File: src/rtl/block_serializer_if.sv
// block_serializer_if
// Bundles the block serializer's handshake and data signals.
//   master : producer/consumer side (drives start/request/abort/block)
//   slave  : serializer side (drives word/valid/last/index/busy/drop)
// Parameters WORD_W and NUM_WORDS must match the attached block_serializer.
interface block_serializer_if #(
   parameter int WORD_W    = 8,
   parameter int NUM_WORDS = 16
);
   localparam int IDX_W = $clog2(NUM_WORDS);

   logic                        start_in;
   logic                        request_in;
   logic                        abort_in;
   logic [NUM_WORDS*WORD_W-1:0] block_in;
   logic [WORD_W-1:0]           word_out;
   logic                        valid_out;
   logic                        last_out;
   logic [IDX_W-1:0]            index_out;
   logic                        busy_out;
   logic                        drop_out;

   modport master (
      output start_in, request_in, abort_in, block_in,
      input  word_out, valid_out, last_out, index_out, busy_out, drop_out
   );

   modport slave (
      input  start_in, request_in, abort_in, block_in,
      output word_out, valid_out, last_out, index_out, busy_out, drop_out
   );
endinterface

File: src/rtl/block_serializer.sv
// block_serializer
// Captures a NUM_WORDS x WORD_W block in one cycle and hands it out one word
// per request cycle, with last/index flags, abort and selectable word order.
// Ports:
//   clk_in    : clock, rising edge
//   rst_n_in  : synchronous active-low reset
//   bus       : block_serializer_if.slave (start/request/abort/block in,
//               word/valid/last/index/busy/drop out)
// Optional build macro BLOCK_SERIALIZER_DOUBLE_BUFFER_EN adds a shadow block
// buffer so a following block can be queued during a stream and streamed with
// no bubble after the current block's final word.
//
// state    | meaning
// ---------+---------------------------------------------------------------
// S_IDLE   | no block held; waiting for start_in, requests ignored
// S_STREAM | block held; each request cycle emits the word selected by count
module block_serializer #(
   parameter int WORD_W    = 8,
   parameter int NUM_WORDS = 16,
   parameter bit MSB_FIRST = 1'b0
) (
   input logic               clk_in,
   input logic               rst_n_in,
   block_serializer_if.slave bus
);
   localparam int CNT_W = $clog2(NUM_WORDS + 1);
   localparam int IDX_W = $clog2(NUM_WORDS);
   localparam int BLK_W = NUM_WORDS * WORD_W;
   localparam logic [CNT_W-1:0] LAST_CNT = CNT_W'(NUM_WORDS - 1);

   typedef enum logic {S_IDLE, S_STREAM} state_t;

   state_t            state, state_nxt;
   logic [CNT_W-1:0]  count, count_nxt;
   logic [BLK_W-1:0]  main_buf, main_nxt;
   logic [WORD_W-1:0] word_q, word_nxt;
   logic [IDX_W-1:0]  index_q, index_nxt;
   logic              valid_q, valid_nxt;
   logic              last_q, last_nxt;
   logic              drop_q, drop_nxt;
   logic [CNT_W-1:0]  sel;
   logic [WORD_W-1:0] cur_word;
   logic              final_req;
   logic              pending;

`ifdef BLOCK_SERIALIZER_DOUBLE_BUFFER_EN
   logic [BLK_W-1:0]  shadow_buf, shadow_nxt;
   logic              pending_nxt;
`else
   assign pending = 1'b0;
`endif

   // count never reaches NUM_WORDS while streaming, so sel stays in range
   assign sel       = MSB_FIRST ? (LAST_CNT - count) : count;
   assign cur_word  = main_buf[int'(sel)*WORD_W +: WORD_W];
   assign final_req = bus.request_in && (count == LAST_CNT);

   always_ff @(posedge clk_in) begin
      if (!rst_n_in) begin
         state    <= S_IDLE;
         count    <= '0;
         main_buf <= '0;
         word_q   <= '0;
         index_q  <= '0;
         valid_q  <= 1'b0;
         last_q   <= 1'b0;
         drop_q   <= 1'b0;
      end else begin
         state    <= state_nxt;
         count    <= count_nxt;
         main_buf <= main_nxt;
         word_q   <= word_nxt;
         index_q  <= index_nxt;
         valid_q  <= valid_nxt;
         last_q   <= last_nxt;
         drop_q   <= drop_nxt;
      end
   end

`ifdef BLOCK_SERIALIZER_DOUBLE_BUFFER_EN
   always_ff @(posedge clk_in) begin
      if (!rst_n_in) begin
         shadow_buf <= '0;
         pending    <= 1'b0;
      end else begin
         shadow_buf <= shadow_nxt;
         pending    <= pending_nxt;
      end
   end
`endif

   always_comb begin
      state_nxt = state;
      count_nxt = count;
      main_nxt  = main_buf;
      word_nxt  = word_q;
      index_nxt = index_q;
      valid_nxt = 1'b0;
      last_nxt  = 1'b0;
      drop_nxt  = 1'b0;
`ifdef BLOCK_SERIALIZER_DOUBLE_BUFFER_EN
      shadow_nxt  = shadow_buf;
      pending_nxt = pending;
`endif
      unique case (state)
         S_IDLE: begin
            if (bus.start_in) begin
               main_nxt  = bus.block_in;
               count_nxt = '0;
               state_nxt = S_STREAM;
            end
         end
         S_STREAM: begin
            if (bus.abort_in) begin
               // abort beats both request and start
               state_nxt = S_IDLE;
               count_nxt = '0;
               drop_nxt  = bus.start_in;
`ifdef BLOCK_SERIALIZER_DOUBLE_BUFFER_EN
               pending_nxt = 1'b0;
`endif
            end else begin
               if (bus.request_in) begin
                  word_nxt  = cur_word;
                  index_nxt = count[IDX_W-1:0];
                  valid_nxt = 1'b1;
                  count_nxt = count + 1'b1;
               end
               if (final_req) begin
                  last_nxt  = 1'b1;
                  count_nxt = '0;
                  if (pending) begin
                     // queued block takes over; a start now has nowhere to go
`ifdef BLOCK_SERIALIZER_DOUBLE_BUFFER_EN
                     main_nxt    = shadow_buf;
                     pending_nxt = 1'b0;
`endif
                     drop_nxt = bus.start_in;
                  end else if (bus.start_in) begin
                     main_nxt = bus.block_in;
                  end else begin
                     state_nxt = S_IDLE;
                  end
               end else if (bus.start_in) begin
`ifdef BLOCK_SERIALIZER_DOUBLE_BUFFER_EN
                  if (!pending) begin
                     shadow_nxt  = bus.block_in;
                     pending_nxt = 1'b1;
                  end else begin
                     drop_nxt = 1'b1;
                  end
`else
                  drop_nxt = 1'b1;
`endif
               end
            end
         end
         default: state_nxt = S_IDLE;
      endcase
   end

   assign bus.word_out  = word_q;
   assign bus.index_out = index_q;
   assign bus.valid_out = valid_q;
   assign bus.last_out  = last_q;
   assign bus.drop_out  = drop_q;
   assign bus.busy_out  = (state == S_STREAM);
endmodule

File: src/flat_wrapper.sv
// flat-port wrapper written by rule: the top's interface ports become plain ports
module block_serializer_flat 
#(
   parameter int WORD_W    = 8,
   parameter int NUM_WORDS = 16,
   parameter bit MSB_FIRST = 1'b0
)
  (clk_in, rst_n_in, bus_start_in, bus_request_in, bus_abort_in, bus_block_in, bus_word_out, bus_valid_out, bus_last_out, bus_index_out, bus_busy_out, bus_drop_out);
  block_serializer_if #(.WORD_W(WORD_W), .NUM_WORDS(NUM_WORDS)) bus_i ();
  input logic clk_in;
  input logic rst_n_in;
  input wire logic [$bits(bus_i.start_in)-1:0] bus_start_in;
  input wire logic [$bits(bus_i.request_in)-1:0] bus_request_in;
  input wire logic [$bits(bus_i.abort_in)-1:0] bus_abort_in;
  input wire logic [$bits(bus_i.block_in)-1:0] bus_block_in;
  output wire logic [$bits(bus_i.word_out)-1:0] bus_word_out;
  output wire logic [$bits(bus_i.valid_out)-1:0] bus_valid_out;
  output wire logic [$bits(bus_i.last_out)-1:0] bus_last_out;
  output wire logic [$bits(bus_i.index_out)-1:0] bus_index_out;
  output wire logic [$bits(bus_i.busy_out)-1:0] bus_busy_out;
  output wire logic [$bits(bus_i.drop_out)-1:0] bus_drop_out;
  assign bus_i.start_in = bus_start_in;
  assign bus_i.request_in = bus_request_in;
  assign bus_i.abort_in = bus_abort_in;
  assign bus_i.block_in = bus_block_in;
  assign bus_word_out = bus_i.word_out;
  assign bus_valid_out = bus_i.valid_out;
  assign bus_last_out = bus_i.last_out;
  assign bus_index_out = bus_i.index_out;
  assign bus_busy_out = bus_i.busy_out;
  assign bus_drop_out = bus_i.drop_out;
  block_serializer #(.WORD_W(WORD_W), .NUM_WORDS(NUM_WORDS), .MSB_FIRST(MSB_FIRST)) u_core (.clk_in(clk_in), .rst_n_in(rst_n_in), .bus(bus_i));
endmodule
File: config.mk
export PLATFORM = sky130hd
export DESIGN_NAME = block_serializer_flat
export DESIGN_NICKNAME = d
export VERILOG_FILES = /design/src/rtl/block_serializer_if.sv /design/src/rtl/block_serializer.sv /design/src/flat_wrapper.sv
export SDC_FILE = /design/constraint.sdc
export NUM_CORES = 1
export LEC_CHECK = 0
export ABC_CLOCK_PERIOD_IN_PS = 2250
export BUFFER_PORTS_ARGS = -buffer_cell sky130_fd_sc_hd__clkbuf_2
export CAP_MARGIN = 20
export CORE_MARGIN = 2
export CORE_UTILIZATION = 55
export DETAILED_ROUTE_END_ITERATION = 10
export PLACE_DENSITY_LB_ADDON = 0.1
export SYNTH_ARGS = -nofsm -noshare
export SYNTH_HDL_FRONTEND = slang
export SYNTH_SLANG_ARGS = --single-unit
File: constraint.sdc
create_clock -name clk_in -period 2.25 [get_ports clk_in]
set_input_delay 0.225 -clock clk_in [delete_from_list [all_inputs] [get_ports clk_in]]
set_output_delay 0.225 -clock clk_in [all_outputs]
set_load 0.01 [all_outputs]
Word level (Yosys, flattened, before mapping)
Cells that the tools add are included.
{"block": "totals", "inputBits": 133, "regBits": 149, "out_inout_bits": 16}
{"block": "classes", "muxes": 17, "n_eq_ne": 5, "addsub": 1, "n_reduce_logical": 6, "n_bitwise": 3, "shift": 1}
{"operator": "$mux 128", "count": 3}
{"operator": "$pmux 128 s2", "count": 1}
{"operator": "$shiftx 128x9->8", "count": 1}
{"operator": "$mux 5", "count": 4}
{"operator": "$pmux 5 s2", "count": 1}
{"operator": "$mux 1", "count": 7}
{"operator": "$ne 2x2->1 const B", "count": 3}
{"operator": "$reduce_and 2->1", "count": 3}
{"operator": "$add 5x1->5 const B", "count": 1}
{"operator": "$eq 5x4->1 const B", "count": 1}
{"operator": "$ne 4x4->1 const B", "count": 1}
{"operator": "$not 1->1", "count": 3}
{"operator": "$reduce_and 3->1", "count": 1}
{"operator": "$reduce_or 3->1", "count": 1}
{"operator": "$pmux 1 s2", "count": 1}
{"operator": "$logic_and 1x1->1", "count": 1}

Depth between registers and ports, before layout
Gate-level depths: netlist (run 1).
{"block": "logic_depth", "depth_word": 5, "mapped_depth": 8, "ltp_nobuf": 5}

Worst setup path before layout (run 1)
Ideal clock, no wire load.
{"block": "synth_path", "kind": "register to register", "start": "register u_core.count[0]", "end": "register u_core.word_q[6] (netlist: u_core.bus.word_out[6])", "n_path_buf": 2, "required_ns": 2.124, "stages_incl_launch_ff": 7, "slack_ns": 0.523, "arrival_time_ns": 1.601, "path_cell_list": "dfxtp_1 -> buf_4 -> buf_4 -> mux4_2 -> mux2_2 -> nand2_1 -> o211ai_1"}
{"block": "synth_between", "elab_chain_cells": 1}
{"element": "from (decl)", "line": "block_serializer.sv:34", "text": "logic [CNT_W-1:0] count, count_nxt;"}
{"element": "from (signal assigned)", "line": "block_serializer.sv:70", "text": "count <= count_nxt;"}
{"element": "$shiftx 128x9->8", "line": "block_serializer.sv:55", "text": "assign cur_word = main_buf[int'(sel)*WORD_W +: WORD_W];"}
{"element": "to (signal assigned)", "line": "block_serializer.sv:72", "text": "word_q <= word_nxt;"}
{"element": "to (decl)", "line": "block_serializer.sv:36", "text": "logic [WORD_W-1:0] word_q, word_nxt;"}
No other way between the ends.
A chain may end at the register's enable or synchronous reset.

Worst setup path in the final report (run 1)
{"block": "layout_path", "start": "register u_core.count[0]", "end": "register u_core.main_buf[127]"}
{"block": "layout_between", "elab_chain_cells": 4}
{"element": "$eq 5x4->1", "line": "block_serializer.sv:56", "text": "assign final_req = bus.request_in && (count == LAST_CNT);"}
{"element": "$logic_and 1x1->1", "line": "block_serializer.sv:56"}
{"element": "$ne 2x2->1 (no source line)"}
{"element": "$reduce_and 2->1 (no source line)"}
{"element": "to (signal assigned)", "line": "block_serializer.sv:71", "text": "main_buf <= main_nxt;"}
{"element": "to (decl)", "line": "block_serializer.sv:35", "text": "logic [BLK_W-1:0] main_buf, main_nxt;"}
No other way between the ends.

==> impl_metrics.csv, run 1 <==
group,metric,value,unit
pwr,power.leakage,3.628,nW
place,io_buffers,148,
route,wirelength,15.49,mm
worst_setup_path,critPathArrivalTime,2290,ps
cells_and_area,nFillCells,1102,
floorplanning,core,12670,µm²
global_routing,grt_pass1_vias,5307,
worst_setup_path,path_class,"flip-flop to flip-flop",
route,drc,0,
sta,fin_skew,4.737,ps
cells_and_area,layout-drive-gt1-share,0.2802,
sta,timing.fmax,509.8,MHz
cells_and_area,n_antenna_cell,0,
cells_and_area,layout.nets,976,
place,gp_congestion,0.8614,
worst_setup_path,start_kind,"flip-flop",
worst_hold_path,hold_start,"bus_block_in[25]",
floorplanning,pin_count,149,
sta,finalSetupTns,0,ps
worst_setup_path,cp_max_fo,19,
clock_tree,cts_buffers,17,
clock_tree,cts_tree,"yes",
clock_tree,clk_latency,410,ps
route,drtPass1Iterations,4,
yosys,synth_cell_types,41,
yosys,syn_area,7143,µm²
global_routing,antenna_found_initial,0,
route,vias,5246,
floorplanning,start_util,0.5637,
worst_setup_path,cp-end-kind,"flip-flop",
yosys,avgSynthCellArea,9.949,µm²
route,first_iter_violations,338,
worst_hold_path,min_to,"u_core.main_buf[25]$_SDFFE_PN0P_",
cells_and_area,area_delta_synth_final,15.96,%
yosys,netlist_instances,718,
yosys,yosysSeqAreaShare,0.4176,
route,routedWlPerCell,15.11,µm
yosys,synth_area_leaders,"dfxtp_1, mux2i_1, nand2_1",
sta,fin_crit,1962,ps
cells_and_area,final_cell_mix,"nand2_1, clkbuf_2, dfxtp_1",
global_routing,track_usage,0.2343,
sta,worstMarginPinSlew,525.7,ps
yosys,ys_ff_latch,149,
run_status,status,"completed",
floorplanning,die_h,118.0,µm
clock_tree,clock-sinks,149,
sta,grt_setup_unrepaired,"false",
worst_setup_path,rrSetupSlack,290,ps
worst_setup_path,cp.required,2580,ps
global_routing,grt_max_degree,134,
run,drv_cap,0,
worst_hold_path,worstHoldPathType,"input pin to flip-flop",
worst_setup_path,reg2reg_depth,6,
yosys,synth.largest_area_cell,"dfxtp_1",
global_routing,grt_pass1_wl,26.05,mm
worst_hold_path,hold_depth,3,
place,dp_worst_setup_slack,281.6,ps
global_routing,overflow,0,
clock_tree,cts_resized,0,
yosys,synth.top_cell.area_share,0.4176,
floorplanning,row_count,41,
pwr,peakVddDrop,0.0004858,V
yosys,syn-num-nets,852,
floorplanning,dieArea,13910,µm²
clock_tree,ctsLongestPathBuffers,2,
sta,fin_crit_sh,0.8718,
clock_tree,clk_pin_slew,60,ps
sta,finalSetupViolations,0,
clock_tree,post_cts_buffers,0,
sta,slew_headroom,0.6496,
clock_tree,cts_max_level,4,
sta,slew_violations,0,
pwr,totalPowerFinal,0.006161,W
floorplanning,fp.dieW,118.0,µm
cells_and_area,final_common_cell,"nand2_1",
yosys,yosysWarnings,0,
sta,hold_violations,0,
clock_tree,cts_root_buf,"clkbuf_16",
route,viasPerCell,5.118,
place,dpl.hpwl,10.99,mm
worst_setup_path,r2r-start,"u_core.count[0]$_SDFFE_PN0P_",
worst_setup_path,r2r_end,"u_core.main_buf[127]$_SDFFE_PN0P_",
route,drtAntennaViolNets,0,
pwr,powerDensity,743.9,nW/µm²
sta,setup_slack,288.5,ps
clock_tree,holdBufCountCts,0,
cell families after synthesis:
logic type      synth area share
simple gates              0.1732
mux                       0.2929
flops                     0.4176
buf+inv                  0.08232
compound gates           0.02733
xor+xnor                0.004905
fa+ha+maj               0.001751
sequential cells by signal, indices dropped and copies added, names as in the netlist:
name / cells
u_core.bus.valid_out: 1
u_core.bus.index_out: 4
u_core.bus.busy_out: 1
u_core.main_buf: 128
u_core.bus.word_out: 8
u_core.count: 5
u_core.bus.last_out: 1
u_core.bus.drop_out: 1
worst max path at each step:
stage | from | end | slack [ps] | cells past startpoint
floorplan | u_core.count[0]$_SDFFE_PN0P_ | u_core.bus.word_out[6]$_SDFFE_PN0P_ | 520 | 6
global placement | u_core.count[0]$_SDFFE_PN0P_ | u_core.bus.word_out[3]$_SDFFE_PN0P_ | 380 | 5
detailed placement | u_core.count[0]$_SDFFE_PN0P_ | u_core.main_buf[127]$_SDFFE_PN0P_ | 280 | 6
CTS | u_core.count[0]$_SDFFE_PN0P_ | u_core.main_buf[66]$_SDFFE_PN0P_ | 250 | 6
global route | u_core.count[0]$_SDFFE_PN0P_ | u_core.main_buf[26]$_SDFFE_PN0P_ | 130 | 6
finish | u_core.count[0]$_SDFFE_PN0P_ | u_core.main_buf[127]$_SDFFE_PN0P_ | 290 | 6
area by class of cell:
class                           instances  area, µm²  share of cell area
Inverter                                4      15.01            0.001813
Timing Repair Buffer                  163      972.2              0.1174
Sequential cell                       149       2985              0.3604
Multi-Input combinational cell        507       3575              0.4316
Clock inverter                          5      25.02            0.003021
Clock buffer                           25      495.5             0.05982
Tap cell                              172      215.2             0.02598
per-layer routing:
layer  up-vias  GRT usage  wire (µm)  share of wire
met2       114     0.3964       7680           0.50
met4         0    0.06702        208          0.013
met3        14    0.05814        624          0.040
met1      2449     0.2976       6971           0.45
met5         -          0          0              0
li1       2669          -          -              -
synth_stat cells, drive strengths merged:
cell type,instances
a21boi,4
o21ai,6
a21oi,1
nor3b,2
clkbuf,14
and2,3
o41ai,1
nor4b,1
ha,1
nand3b,1
xnor2,3
and3b,1
mux2,8
dfxtp,149
dlygate4sd1,22
nor3,2
buf,22
xor2,1
a311oi,1
nand2,274
inv,4
and3,2
mux2i,128
a22oi,8
mux4,32
nand2b,5
and4,1
nor2,10
o211ai,6
nand3,3
nor2b,1
or2,1
report_power, final:
part           switching (W)  total, W  leakage, nW  internal (W)
combinational       0.000373  0.000768         2.14      0.000395
sequential         0.0000860   0.00289         1.22       0.00280
clock                0.00100   0.00250        0.263       0.00150
worst max-delay path, stage by stage (launching register included):
cell and delay (ps):
dfxtp_2 360, ha_1 200, nand3_2 100, o41ai_2 280
and2_4 480, buf_4 240, mux2i_1 220
per-stage QoR:
stage | util | area (µm²) | hold slack, ps | instances
global placement | 0.6126 | 7762 | 439.1 | 995
global route | 0.6537 | 8283 | 27.50 | 1025
CTS | 0.6537 | 8283 | 26.52 | 1025
floorplan | - | 7143 | 338.8 | 718
finish | 0.6537 | 8283 | 40.96 | 1025
detailed placement | 0.6126 | 7762 | 446.3 | 995
(Power assumes the default switching activity.)
==> run 2, diff against run 1 <==
--- a/config.mk
+++ b/config.mk
@@ -11,4 +11,5 @@
 export CORE_MARGIN = 2
 export CORE_UTILIZATION = 55
+export CTS_BUF_LIST = sky130_fd_sc_hd__clkbuf_8
 export DETAILED_ROUTE_END_ITERATION = 10
 export PLACE_DENSITY_LB_ADDON = 0.1
==> constraint.sdc (replaced) <==
create_clock -name clk_in -period 2.25 [get_ports clk_in]
set_input_delay 0.45 -clock clk_in [delete_from_list [all_inputs] [get_ports clk_in]]
set_output_delay 0.45 -clock clk_in [all_outputs]
set_load 0.01 [all_outputs]
==> run 2 against run 1 <==
  * Clock skew up 1.2 ps
  * Sequential share of layout area grew 0.92 points
  * Critical path depth down 1
  * Largest cell class unchanged
  * Cell count fell by 0.59%
  * Via count increased by 0.36%
  * Fmax grew 0.79%
  * Combinational power down 2.7%
  * Highest routed layer unchanged
  * Worst setup slack better by 15 ps
  * Global-route usage fell by 0.12 points
  * Count of clock-buffer cells in the layout decreased by 2
==> impl_metrics.csv, run 2 (synthesis results as in run 1) <==
group,metric,value,unit
route,routedWlPerCell,15.27,µm
worst_setup_path,cp.required,2620,ps
global_routing,grt_pass1_vias,5289,
cells_and_area,ff_latch_area,2985,µm²
place,dpl.hpwl,10.90,mm
clock_tree,cts_max_level,4,
floorplanning,core,12670,µm²
cells_and_area,finish.utilization,0.6374,
route,drtPass1Iterations,7,
floorplanning,fp.dieW,118.0,µm
cells_and_area,layout.nets,970,
clock_tree,ctsLongestPathBuffers,2,
clock_tree,cts_resized,0,
clock_tree,holdBufCountCts,0,
sta,slew_violations,0,
sta,finalSetupViolations,0,
floorplanning,start_util,0.5637,
pwr,peakVddDrop,0.0004327,V
worst_hold_path,worstHoldPathType,"input pin to flip-flop",
global_routing,track_usage,0.2331,
worst_setup_path,cp_slowest_cell,"dfxtp_1",
cells_and_area,final_common_cell,"nand2_1",
clock_tree,clk_latency,450,ps
clock_tree,cts_tree,"yes",
sta,fin_crit_sh,0.8650,
route,viasPerCell,5.167,
route,vias,5265,
sta,holdWs,211.6,ps
sta,fin_crit,1946,ps
cells_and_area,regMostFlops,"u_core.main_buf",
pwr,power.leakage,3.543,nW
global_routing,antenna_found_initial,0,
run,drv_cap,0,
worst_setup_path,cp_max_fo,64,
floorplanning,pin_count,149,
cells_and_area,nFillCells,1080,
pwr,totalPowerFinal,0.005684,W
sta,grt_setup_unrepaired,"false",
clock_tree,clock-sinks,149,
cells_and_area,n_antenna_cell,0,
worst_setup_path,cp_top_family,"flip-flops",
worst_setup_path,critPathArrivalTime,2320,ps
cells_and_area,multi_input_area,3575,µm²
floorplanning,die_h,118.0,µm
worst_setup_path,path_class,"flip-flop to flip-flop",
global_routing,overflow,0,
cells_and_area,layout-drive-gt1-share,0.2751,
worst_setup_path,cp_cell_sequence,"nand3_2 -> o41ai_2 -> and2_4 -> buf_12 -> mux2i_1",
sta,worstMarginPinSlew,461.6,ps
sta,finalSetupTns,0,ps
clock_tree,cts_buffers,17,
route,drtAntennaViolNets,0,
cells_and_area,final_cell_mix,"nand2_1, clkbuf_2, dfxtp_1",
clock_tree,post_cts_buffers,0,
global_routing,grt_pass1_wl,25.66,mm
floorplanning,row_count,41,
place,io_buffers,148,
clock_tree,clk_pin_slew,70,ps
floorplanning,dieArea,13910,µm²
run_status,status,"completed",
sta,fin_skew,5.980,ps
global_routing,grt_max_degree,86,
clock_tree,cts_root_buf,"clkbuf_8",
route,drc,0,
route,first_iter_violations,342,
route,wirelength,15.56,mm
sta,hold_violations,0,
sta,slew_headroom,0.6910,
cells_and_area,largest_register_ffs,128,
worst_setup_path,crit_buf_inv,1,
cells_and_area,area_delta_synth_final,13.07,%
worst_setup_path,max_stage_delay,510,ps
place,gp_congestion,0.8500,
pwr,powerDensity,703.7,nW/µm²
worst_setup_path,start_kind,"flip-flop",
worst_setup_path,cp-end-kind,"flip-flop",
sta,timing.fmax,513.8,MHz
[run 2: changes by cell type in the layout (fill, tap and decap cells not counted), sizes merged]
| cell | change |
|---|---|
| buf | -6 |
| clkinv | -4 |
| inv | +4 |
| bufinv | +2 |
| clkbuf | -2 |
[run 2: per-layer routing]
metal	global-route usage	vias up	share of wire
li1	-	2650	-
met1	0.2908	2473	0.44
met2	0.3983	123	0.50
met3	0.05136	19	0.040
met4	0.08133	0	0.017
met5	0	-	0
[run 2: area by class of cell]
class                           instances  area share
Multi-Input combinational cell        507      0.4426
Tap cell                              172     0.02665
Clock buffer                           23     0.03919
Timing Repair Buffer                  157      0.1101
Inverter                                4    0.001859
Sequential cell                       149      0.3696
Clock inverter                          7    0.009915
[run 2: worst paths after layout]
kind	cells past startpoint	from	end	slack, ps
worst max-delay path	5	u_core.count[2]$_SDFFE_PN0P_	u_core.main_buf[49]$_SDFFE_PN0P_	300
worst max register to register	5	u_core.count[2]$_SDFFE_PN0P_	u_core.main_buf[49]$_SDFFE_PN0P_	300
worst min-delay path	3	bus_block_in[85]	u_core.main_buf[85]$_SDFFE_PN0P_	210
worst min register to register	2	u_core.main_buf[62]$_SDFFE_PN0P_	u_core.main_buf[62]$_SDFFE_PN0P_	450
[run 2: per-stage QoR]
step	area (µm²)	cells	worst slack (ps)
finish	8077	1019	303.7
global route	8077	1019	126.7
CTS	8077	1019	295.8
detailed placement	7680	989	242.2
global placement	7680	989	359.3
floorplan	7143	718	522.8
[run 2: worst reg2reg max path: stages (launching register included)]
cell,delay (ps)
dfxtp_1,510
nand3_2,160
o41ai_2,280
and2_4,240
buf_12,360
mux2i_1,330
[run 2: report_power, final]
| group | internal [W] | switching [W] |
|---|---|---|
| combinational | 0.000377 | 0.000369 |
| sequential | 0.00280 | 0.0000821 |
| clock | 0.00113 | 0.000922 |
| total | 0.00431 | 0.00137 |
